$ cat src/rtl/irq_dispatch.sv
`default_nettype none
// ============================================================================
// Module   : irq_dispatch
// Brief    : SM83 interrupt dispatch sequencer (IME control, 5 M-cycle entry).
//            Optional macro IRQ_DISPATCH_CANCEL_EN moves winner selection to
//            the end of the high-byte push (late cancel / re-prioritise).
// Revision : 1.0
// ============================================================================
module irq_dispatch #(
    parameter int         MCYC     = 4,
    parameter logic [7:0] VEC_BASE = 8'h40
) (
    input  logic       CLK,
    input  logic       nRES,
    input  logic [7:0] CPU_IRQ_TRIG,
    input  logic [7:0] IE,
    input  logic       EI_EXEC,
    input  logic       DI_EXEC,
    input  logic       RETI_EXEC,
    input  logic       INSTR_END,
    input  logic       DISP_GO,
    output logic       DISP_REQ,
    output logic       BUSY,
    output logic       STK_WR_H,
    output logic       STK_WR_L,
    output logic       PC_LOAD,
    output logic [7:0] VEC,
    output logic [7:0] CPU_IRQ_ACK,
    output logic       IME,
    output logic       HALT_WAKE
);

    localparam int             TCW       = (MCYC > 2) ? $clog2(MCYC) : 1;
    localparam logic [TCW-1:0] c_tc_last = TCW'(MCYC - 1);

    typedef enum logic [2:0] {
        S_IDLE   = 3'd0,
        S_W1     = 3'd1,
        S_W2     = 3'd2,
        S_PUSH_H = 3'd3,
        S_PUSH_L = 3'd4,
        S_JUMP   = 3'd5
    } state_t;

    state_t         r_state;
    state_t         w_state_nxt;
    logic [TCW-1:0] r_tc;
    logic           r_ime;
    logic           r_ei_pend;
    logic           r_ei_armed;
    logic [7:0]     r_vec;
    logic [7:0]     r_ack;

    logic [7:0]     w_pend;
    logic [7:0]     w_win_onehot;
    logic [7:0]     w_win_vec;
    logic [2:0]     w_win_idx;
    logic           w_idle;
    logic           w_mc_end;
    logic           w_enter;
    logic           w_stk_wr_h;
    logic           w_stk_wr_l;
    logic           w_pc_load;

    assign w_pend       = CPU_IRQ_TRIG & IE;
    // Two's-complement trick isolates the lowest set bit (highest priority).
    assign w_win_onehot = w_pend & (~w_pend + 8'd1);

    always_comb begin
        w_win_idx = 3'd0;
        for (int i = 7; i >= 0; i--) begin
            if (w_pend[i]) begin
                w_win_idx = 3'(i);
            end
        end
    end

    assign w_win_vec = VEC_BASE + {2'b00, w_win_idx, 3'b000};
    assign w_idle    = (r_state == S_IDLE);
    assign w_mc_end  = (r_tc == c_tc_last);
    assign w_enter   = w_idle & DISP_GO & r_ime & (|w_pend);

    always_ff @(posedge CLK or negedge nRES) begin
        if (!nRES) begin
            r_state <= S_IDLE;
            r_tc    <= '0;
        end else begin
            r_state <= w_state_nxt;
            if (w_idle || w_mc_end) begin
                r_tc <= '0;
            end else begin
                r_tc <= r_tc + 1'b1;
            end
        end
    end

    always_comb begin
        w_state_nxt = r_state;
        w_stk_wr_h  = 1'b0;
        w_stk_wr_l  = 1'b0;
        w_pc_load   = 1'b0;
        case (r_state)
            S_IDLE:   if (w_enter)  w_state_nxt = S_W1;
            S_W1:     if (w_mc_end) w_state_nxt = S_W2;
            S_W2:     if (w_mc_end) w_state_nxt = S_PUSH_H;
            S_PUSH_H: begin
                w_stk_wr_h = w_mc_end;
                if (w_mc_end) w_state_nxt = S_PUSH_L;
            end
            S_PUSH_L: begin
                w_stk_wr_l = w_mc_end;
                if (w_mc_end) w_state_nxt = S_JUMP;
            end
            S_JUMP: begin
                w_pc_load = w_mc_end;
                if (w_mc_end) w_state_nxt = S_IDLE;
            end
            default:  w_state_nxt = S_IDLE;
        endcase
    end

    // Winner selection: ACK and VEC are captured on the same edge.
    always_ff @(posedge CLK or negedge nRES) begin
        if (!nRES) begin
            r_vec <= 8'h00;
            r_ack <= 8'h00;
        end else begin
            r_ack <= 8'h00;
`ifdef IRQ_DISPATCH_CANCEL_EN
            if (r_state == S_PUSH_H && w_mc_end) begin
                r_ack <= w_win_onehot;
                r_vec <= (|w_pend) ? w_win_vec : 8'h00;
            end
`else
            if (w_enter) begin
                r_ack <= w_win_onehot;
                r_vec <= w_win_vec;
            end
`endif
        end
    end

    // EI takes effect at the end of the instruction following EI: pend -> armed -> IME.
    always_ff @(posedge CLK or negedge nRES) begin
        if (!nRES) begin
            r_ime      <= 1'b0;
            r_ei_pend  <= 1'b0;
            r_ei_armed <= 1'b0;
        end else if (w_enter) begin
            r_ime      <= 1'b0;
            r_ei_pend  <= 1'b0;
            r_ei_armed <= 1'b0;
        end else if (w_idle) begin
            if (DI_EXEC) begin
                r_ime      <= 1'b0;
                r_ei_pend  <= 1'b0;
                r_ei_armed <= 1'b0;
            end else begin
                if (RETI_EXEC) begin
                    r_ime <= 1'b1;
                end
                if (INSTR_END && r_ei_armed) begin
                    r_ime      <= 1'b1;
                    r_ei_armed <= 1'b0;
                    r_ei_pend  <= 1'b0;
                end else if (INSTR_END && (r_ei_pend || EI_EXEC)) begin
                    r_ei_armed <= 1'b1;
                    r_ei_pend  <= 1'b0;
                end else if (EI_EXEC) begin
                    r_ei_pend <= 1'b1;
                end
            end
        end
    end

    assign DISP_REQ    = r_ime & (|w_pend) & w_idle;
    assign BUSY        = ~w_idle;
    assign STK_WR_H    = w_stk_wr_h;
    assign STK_WR_L    = w_stk_wr_l;
    assign PC_LOAD     = w_pc_load;
    assign VEC         = r_vec;
    assign CPU_IRQ_ACK = r_ack;
    assign IME         = r_ime;
    assign HALT_WAKE   = |w_pend;

endmodule
`default_nettype wire
$ cat config.mk
export PLATFORM = sky130hd
export DESIGN_NAME = irq_dispatch
export DESIGN_NICKNAME = d
export VERILOG_FILES = /design/src/rtl/irq_dispatch.sv
export SDC_FILE = /design/constraint.sdc
export NUM_CORES = 1
export LEC_CHECK = 0
export BUFFER_PORTS_ARGS = -buffer_cell sky130_fd_sc_hd__buf_4
export CAP_MARGIN = 15
export CELL_PAD_IN_SITES_DETAIL_PLACEMENT = 1
export CELL_PAD_IN_SITES_GLOBAL_PLACEMENT = 1
export CORE_ASPECT_RATIO = 0.9
export CORE_MARGIN = 4
export CORE_UTILIZATION = 30
export CTS_CLUSTER_SIZE = 14
export DETAILED_ROUTE_END_ITERATION = 16
export HOLD_SLACK_MARGIN = 0.12
export PLACE_DENSITY = 0.75
export SLEW_MARGIN = 15
export SYNTH_ARGS = -nofsm -noshare
export SYNTH_HDL_FRONTEND = slang
export SYNTH_SLANG_ARGS = --single-unit
export TNS_END_PERCENT = 100
$ cat constraint.sdc
create_clock -name CLK -period 3.7 [get_ports CLK]
set_clock_uncertainty 0.2 [all_clocks]
set_input_delay 0.37 -clock CLK [delete_from_list [all_inputs] [get_ports CLK]]
set_output_delay 0.37 -clock CLK [all_outputs]
set_load 0.005 [all_outputs]
**Word level (Yosys, flattened, before mapping)**

Index checks and enable logic that the tools add are counted.

- Bits in registers: 24
- Bits of input ports: 23

- Reduce and logical (&&, ||, !) cells: 14
- Add/sub/neg operators: 3
- Mux-type cells: 36
- Equal/unequal tests: 12
- Bitwise gates (word level): 9

Operators by type and width:

| kind | number |
|---|---|
| $mux 3 | 14 |
| $mux 1 | 19 |
| $pmux 3 s6 | 1 |
| $and 8x8->8 | 2 |
| $ne 2x2->1 const B | 5 |
| $add 7x6->8 const A | 1 |
| $add 8x1->8 const B | 1 |
| $mux 8 | 1 |
| $not 8->8 | 1 |
| $reduce_bool 4->1 | 2 |
| $reduce_or 8->1 | 1 |
| $eq 3x2->1 const B | 2 |
| $eq 3x3->1 const B | 2 |
| $reduce_and 2->1 | 3 |
| $reduce_and 6->1 | 1 |
| $and 1x1->1 | 5 |
| $reduce_bool 5->1 | 1 |
| $eq 3x1->1 const B | 1 |
| $logic_not 3->1 | 1 |
| $add 2x1->2 const B | 1 |
| $eq 2x2->1 const B | 1 |
| $logic_and 1x1->1 | 2 |
| $logic_or 1x1->1 | 2 |
| $mux 2 | 1 |
| 3 further kinds | 3 |

**Depth between registers and ports, before layout**

- Depth in word-level cells: 10
- Mapped depth: 5
- Gate-level depth less buffers: 5

**Worst setup path after synthesis**

Ideal clock, no wire load.

- Path type: input -> output
- Start: input CPU_IRQ_TRIG[4]
- End: output DISP_REQ
- Buffers on the path: 0
- Data arrival time: 1.120 ns
- Stages on the path: 3
- Setup slack: 2.010 ns
- Cell sequence: a22oi_1 nand4_2 and3_1

- Word-level cells in the longest chain between the ends: 4

RTL lines:

| element | line | text |
|---|---|---|
| start, declared | 15 | `input logic [7:0] CPU_IRQ_TRIG,` |
| $and 8x8->8 | 65 | `assign w_pend = CPU_IRQ_TRIG & IE;` |
| $reduce_or 8->1 | n/a |  |
| named net HALT_WAKE | 30 | `output logic HALT_WAKE` |
| $and 1x1->1 (2 in a row) | 176 | `assign DISP_REQ = r_ime & (\|w_pend) & w_idle;` |
| end, declared | 22 | `output logic DISP_REQ,` |

The timed path passes the listed nets, and every way through them passes these cells.

**Worst setup path in the final report**

- Start: input CPU_IRQ_TRIG[4]
- End: output DISP_REQ

- Word-level cells in the longest chain between the ends: 4

RTL lines:

| element | line |
|---|---|
| $and 8x8->8 | 65 |
| $reduce_or 8->1 | 176 |
| $and 1x1->1 (2 in a row) | 176 |

Every way passes these cells.

==> results by group <==
GRT
  • Grt ovf: 0
  • Antenna violations before repair: 0
  • First-pass GRT wire length: 5140 um
  • Total GRT Usage: 14.5%
  • Largest net degree at the start of global routing: 21
  • Vias in the first global route: 1029

Finish
  • Antenna cells: 0
  • Fillers: 374
  • Multi-input gate area: 505 sq um
  • Nets@finish: 167
  • Finished Layout Cells: 184
  • Area grow syn2layout: 40.9%
  • Register Area: 500 sq um
  • Proportion of layout cells with a drive suffix above 1: 39.4%

Timing
  • Fin. max-slew vios: 0
  • RSZ-0062 raised after global routing: false
  • Final worst path period need: 2.07 ns
  • # setup viols final: 0
  • Hold Fails Final Rpt: 0
  • Worst setup margin: 1.63 ns
  • Final Cycle Share: 55.8%
  • Total Neg Setup Slack: 0 ns
  • Max Fclk: 484 MHz

Logic synthesis
  • Largest family of logic cells by synthesized area: simple AND/OR/NAND/NOR gates
  • Post-Synth Simple-Gate Area: 27.3%
  • Synth Warn #: 0
  • Share of Yosys cell area claimed by the top area cell type: 48.4%
  • Post-Synth Adder-Cell Area: 1.21%
  • Prevailing post-synth register cell: dfrtp_1
  • Async S/R FF share, synth: 100%
  • Ranking of synthesized cells by area: dfrtp_1 (48%), a22o_1 (5.1%), nand2_1 (4.0%)
  • Seq cells post-synth: 20
  • Multiplexer area fraction after synthesis: 0%
  • Synth unique cells: 33
  • Synth Area in Compound Gates: 18.0%
  • Syn Std Cell Area: 0.00103 sq mm
  • Post-synthesis xor/xnor area fraction: 0.846%
  • Syn Inst Count: 97
  • Post-synth EDFFs: 0
  • Register area share after synthesis: 48.4%
  • Post-synth top area cell: dfrtp_1
  • Mean Syn Cell Area: 10.7 sq um

Run status
  • Status: finished clean

Power and ir drop
  • Maximum VDD drop: 0.000234 V
  • Design Power: 0.865 mW
  • Switching Share: 33.2%
  • Psw: 0.287 mW
  • Comb pwr share: 36.2%
  • Internal power: 0.578 mW
  • Cell Pwr Density: 594 mW/mm^2
  • Sequential share of power: 38.9%
  • Power share of the clock group: 24.9%
  • Leak Pwr: 0.711 nW

Worst setup path
  • Cells along the critical path: buf_4 -> a22oi_1 -> nand4_2 -> and3_1 -> buf_4
  • Critical path's top delay family: simple AND/OR/NAND/NOR gates
  • Data required time of the worst path: 3.13 ns
  • Worst Path Buf+Inv: 2
  • CP peak stage delay: 0.36 ns
  • CP arrival: 1.50 ns
  • Worst Setup End Kind: output port
  • Crit Path Max Fanout: 5
  • CP max-delay cell: a22oi_1
  • Crit path launch type: primary input
  • CP dominant cell by count: buf_4
  • Worst setup path category: in -> out

Floorplanning
  • Die width: 69.9 um
  • Die height: 63.7 um
  • Full die area: 0.00445 sq mm
  • Row count: 19
  • Starting density of the core: 32.5%
  • Core Area: 0.00319 sq mm
  • I/O pin cnt: 46

Clock tree
  • # resized after CTS: 0
  • # hold bufs at CTS: 1
  • CTS sink count: 20
  • Post-CTS setup buffers: 0
  • CTS tree: built
  • Max H-tree Level: 1
  • Reg clk slew, reported paths: 0.07 ns
  • Root buf cell: clkbuf_8
  • CTS Buffer Depth: 2
  • Insertion delay to the later sink of the worst-skew pair: 0.26 ns
  • Number of CTS-inserted buffers: 3

Placement
  • Post-placement cell count: 179
  • Pre-CTS setup slack: 1.64 ns
  • PortBufs: 41
  • Placer Congestion: 0.775
  • Final HPWL DP: 2290 um

Detailed routing
  • Vias: 935
  • Number of remaining DRC errors: 0
  • Routed len/inst: 15.9 um
  • Vias per Instance: 5.08
  • Total Wirelength: 2920 um
  • Drt first-iter violations: 25
  • Pre-Repair DR Iteration Count: 4
  • DRT antenna net count: 0

Min path
  • Hold Crit Class: in -> reg

Flow run
  • Max_cap viols: 0
layer usage:
layer / share of wire [%] / global-route usage, % / vias up
li1: - / - / 446
met1: 41 / 17.4 / 462
met2: 53 / 24.6 / 22
met3: 4.2 / 3.18 / 5
met4: 2.0 / 7.18 / 0
met5: 0 / 0 / -
cells by family (layout without fill, tap and decap cells):
logic type                 count (synthesis)  in the layout
adders and majority gates                  1              1
DFF                                       20             20
AOI/OAI and AO/OA                         25             25
and+or+nand+nor                           43             43
other                                      1              4
buffers and inverters                      6             48
xor gates and xnor gates                   1              1
layout make-up:
cell class	instances	share of cell area, %
Clock buffer	3	2.83
Clock inverter	1	2.06
Inverter	2	0.687
Multi-Input combinational cell	74	34.7
Sequential cell	20	34.3
Tap cell	42	3.61
Timing Repair Buffer	42	21.8
layout by cell type, fill, tap and decap left out:
cell type and count:
dfrtp_1 20, xor2_1 1, nor2_1 7, a21oi_1 6, nor2_8 1, conb_1 4, inv_1 1, a22oi_1 4
inv_4 1, a221oi_2 1, bufinv_16 1, or2b_1 1, o21ai_0 3, nand4_2 1, ha_1 1, nor3_4 1
nor4_2 1, nand2b_1 1, and3_1 3, nand3_1 5, a32oi_1 1, clkbuf_8 3, or2_2 1, nand2_1 11
nor3_1 4, nor4b_2 1, buf_4 41, a22o_1 6, nand2_4 1, nor3b_1 3, a211o_1 1, dlygate4sd3_1 1
a31o_2 1, o2bb2ai_1 1, nor4_4 1, o2111ai_1 1
Yosys cell counts, types with 3 or more instances:
cell type / count
dfrtp_1: 20
nand2_1: 11
nor2_1: 7
a21oi_1: 6
a22o_1: 6
nand3_1: 5
a22oi_1: 4
buf_4: 4
nor3_1: 4
and3_1: 3
nor3b_1: 3
o21ai_0: 3
sequential cells by signal, summed over array words and instances (netlist names):
signal,cells
IME,1
r_ei_armed,1
CPU_IRQ_ACK,8
r_tc,2
VEC,4
r_ei_pend,1
r_state,3
per-stage QoR:
stage / utilization, % / cell area [sq um] / hold slack [ns]
after global routing: 45.8 / 1460 / 0.165
final: 45.8 / 1460 / 0.159
after CTS: 45.8 / 1460 / 0.153
after floorplan: - / 1050 / -0.126
after detailed placement: 43.2 / 1380 / 0.0652
after global placement: 43.2 / 1380 / 0.0600
worst register-to-register path, stage by stage (launching register included):
cell and delay, ns:
dfrtp_1 0.46, nor3_4 0.44, inv_4 0.13, nor2_8 0.18, nand2_4 0.12, a221oi_2 0.28
worst paths after layout:
check	start	cells after the start	slack, ns	endpoint
setup / recovery	CPU_IRQ_TRIG[4]	5	1.63	DISP_REQ
hold / removal	IE[7]	3	0.16	CPU_IRQ_ACK[7]
setup reg to reg	r_state[0]	5	1.80	r_state[0]
hold reg to reg	r_tc[0]	1	0.25	r_tc[0]
max in group asynchronous	nRES	2	2.76	CPU_IRQ_ACK[5]
min in group asynchronous	nRES	2	0.32	IME
power groups by stage:
stage / Sequential (mW) / Clock, mW / Combinational, mW
6_report: 0.337 / 0.215 / 0.313
3_5_place_dp: 0.340 / 0 / 0.310
2_1_floorplan: 0.330 / 0 / 0.193
4_1_cts: 0.337 / 0.220 / 0.320
5_1_grt: 0.347 / 0.231 / 0.352
3_3_place_gp: 0.336 / 0 / 0.301
No activity file was read; power rests on OpenSTA's default activity.
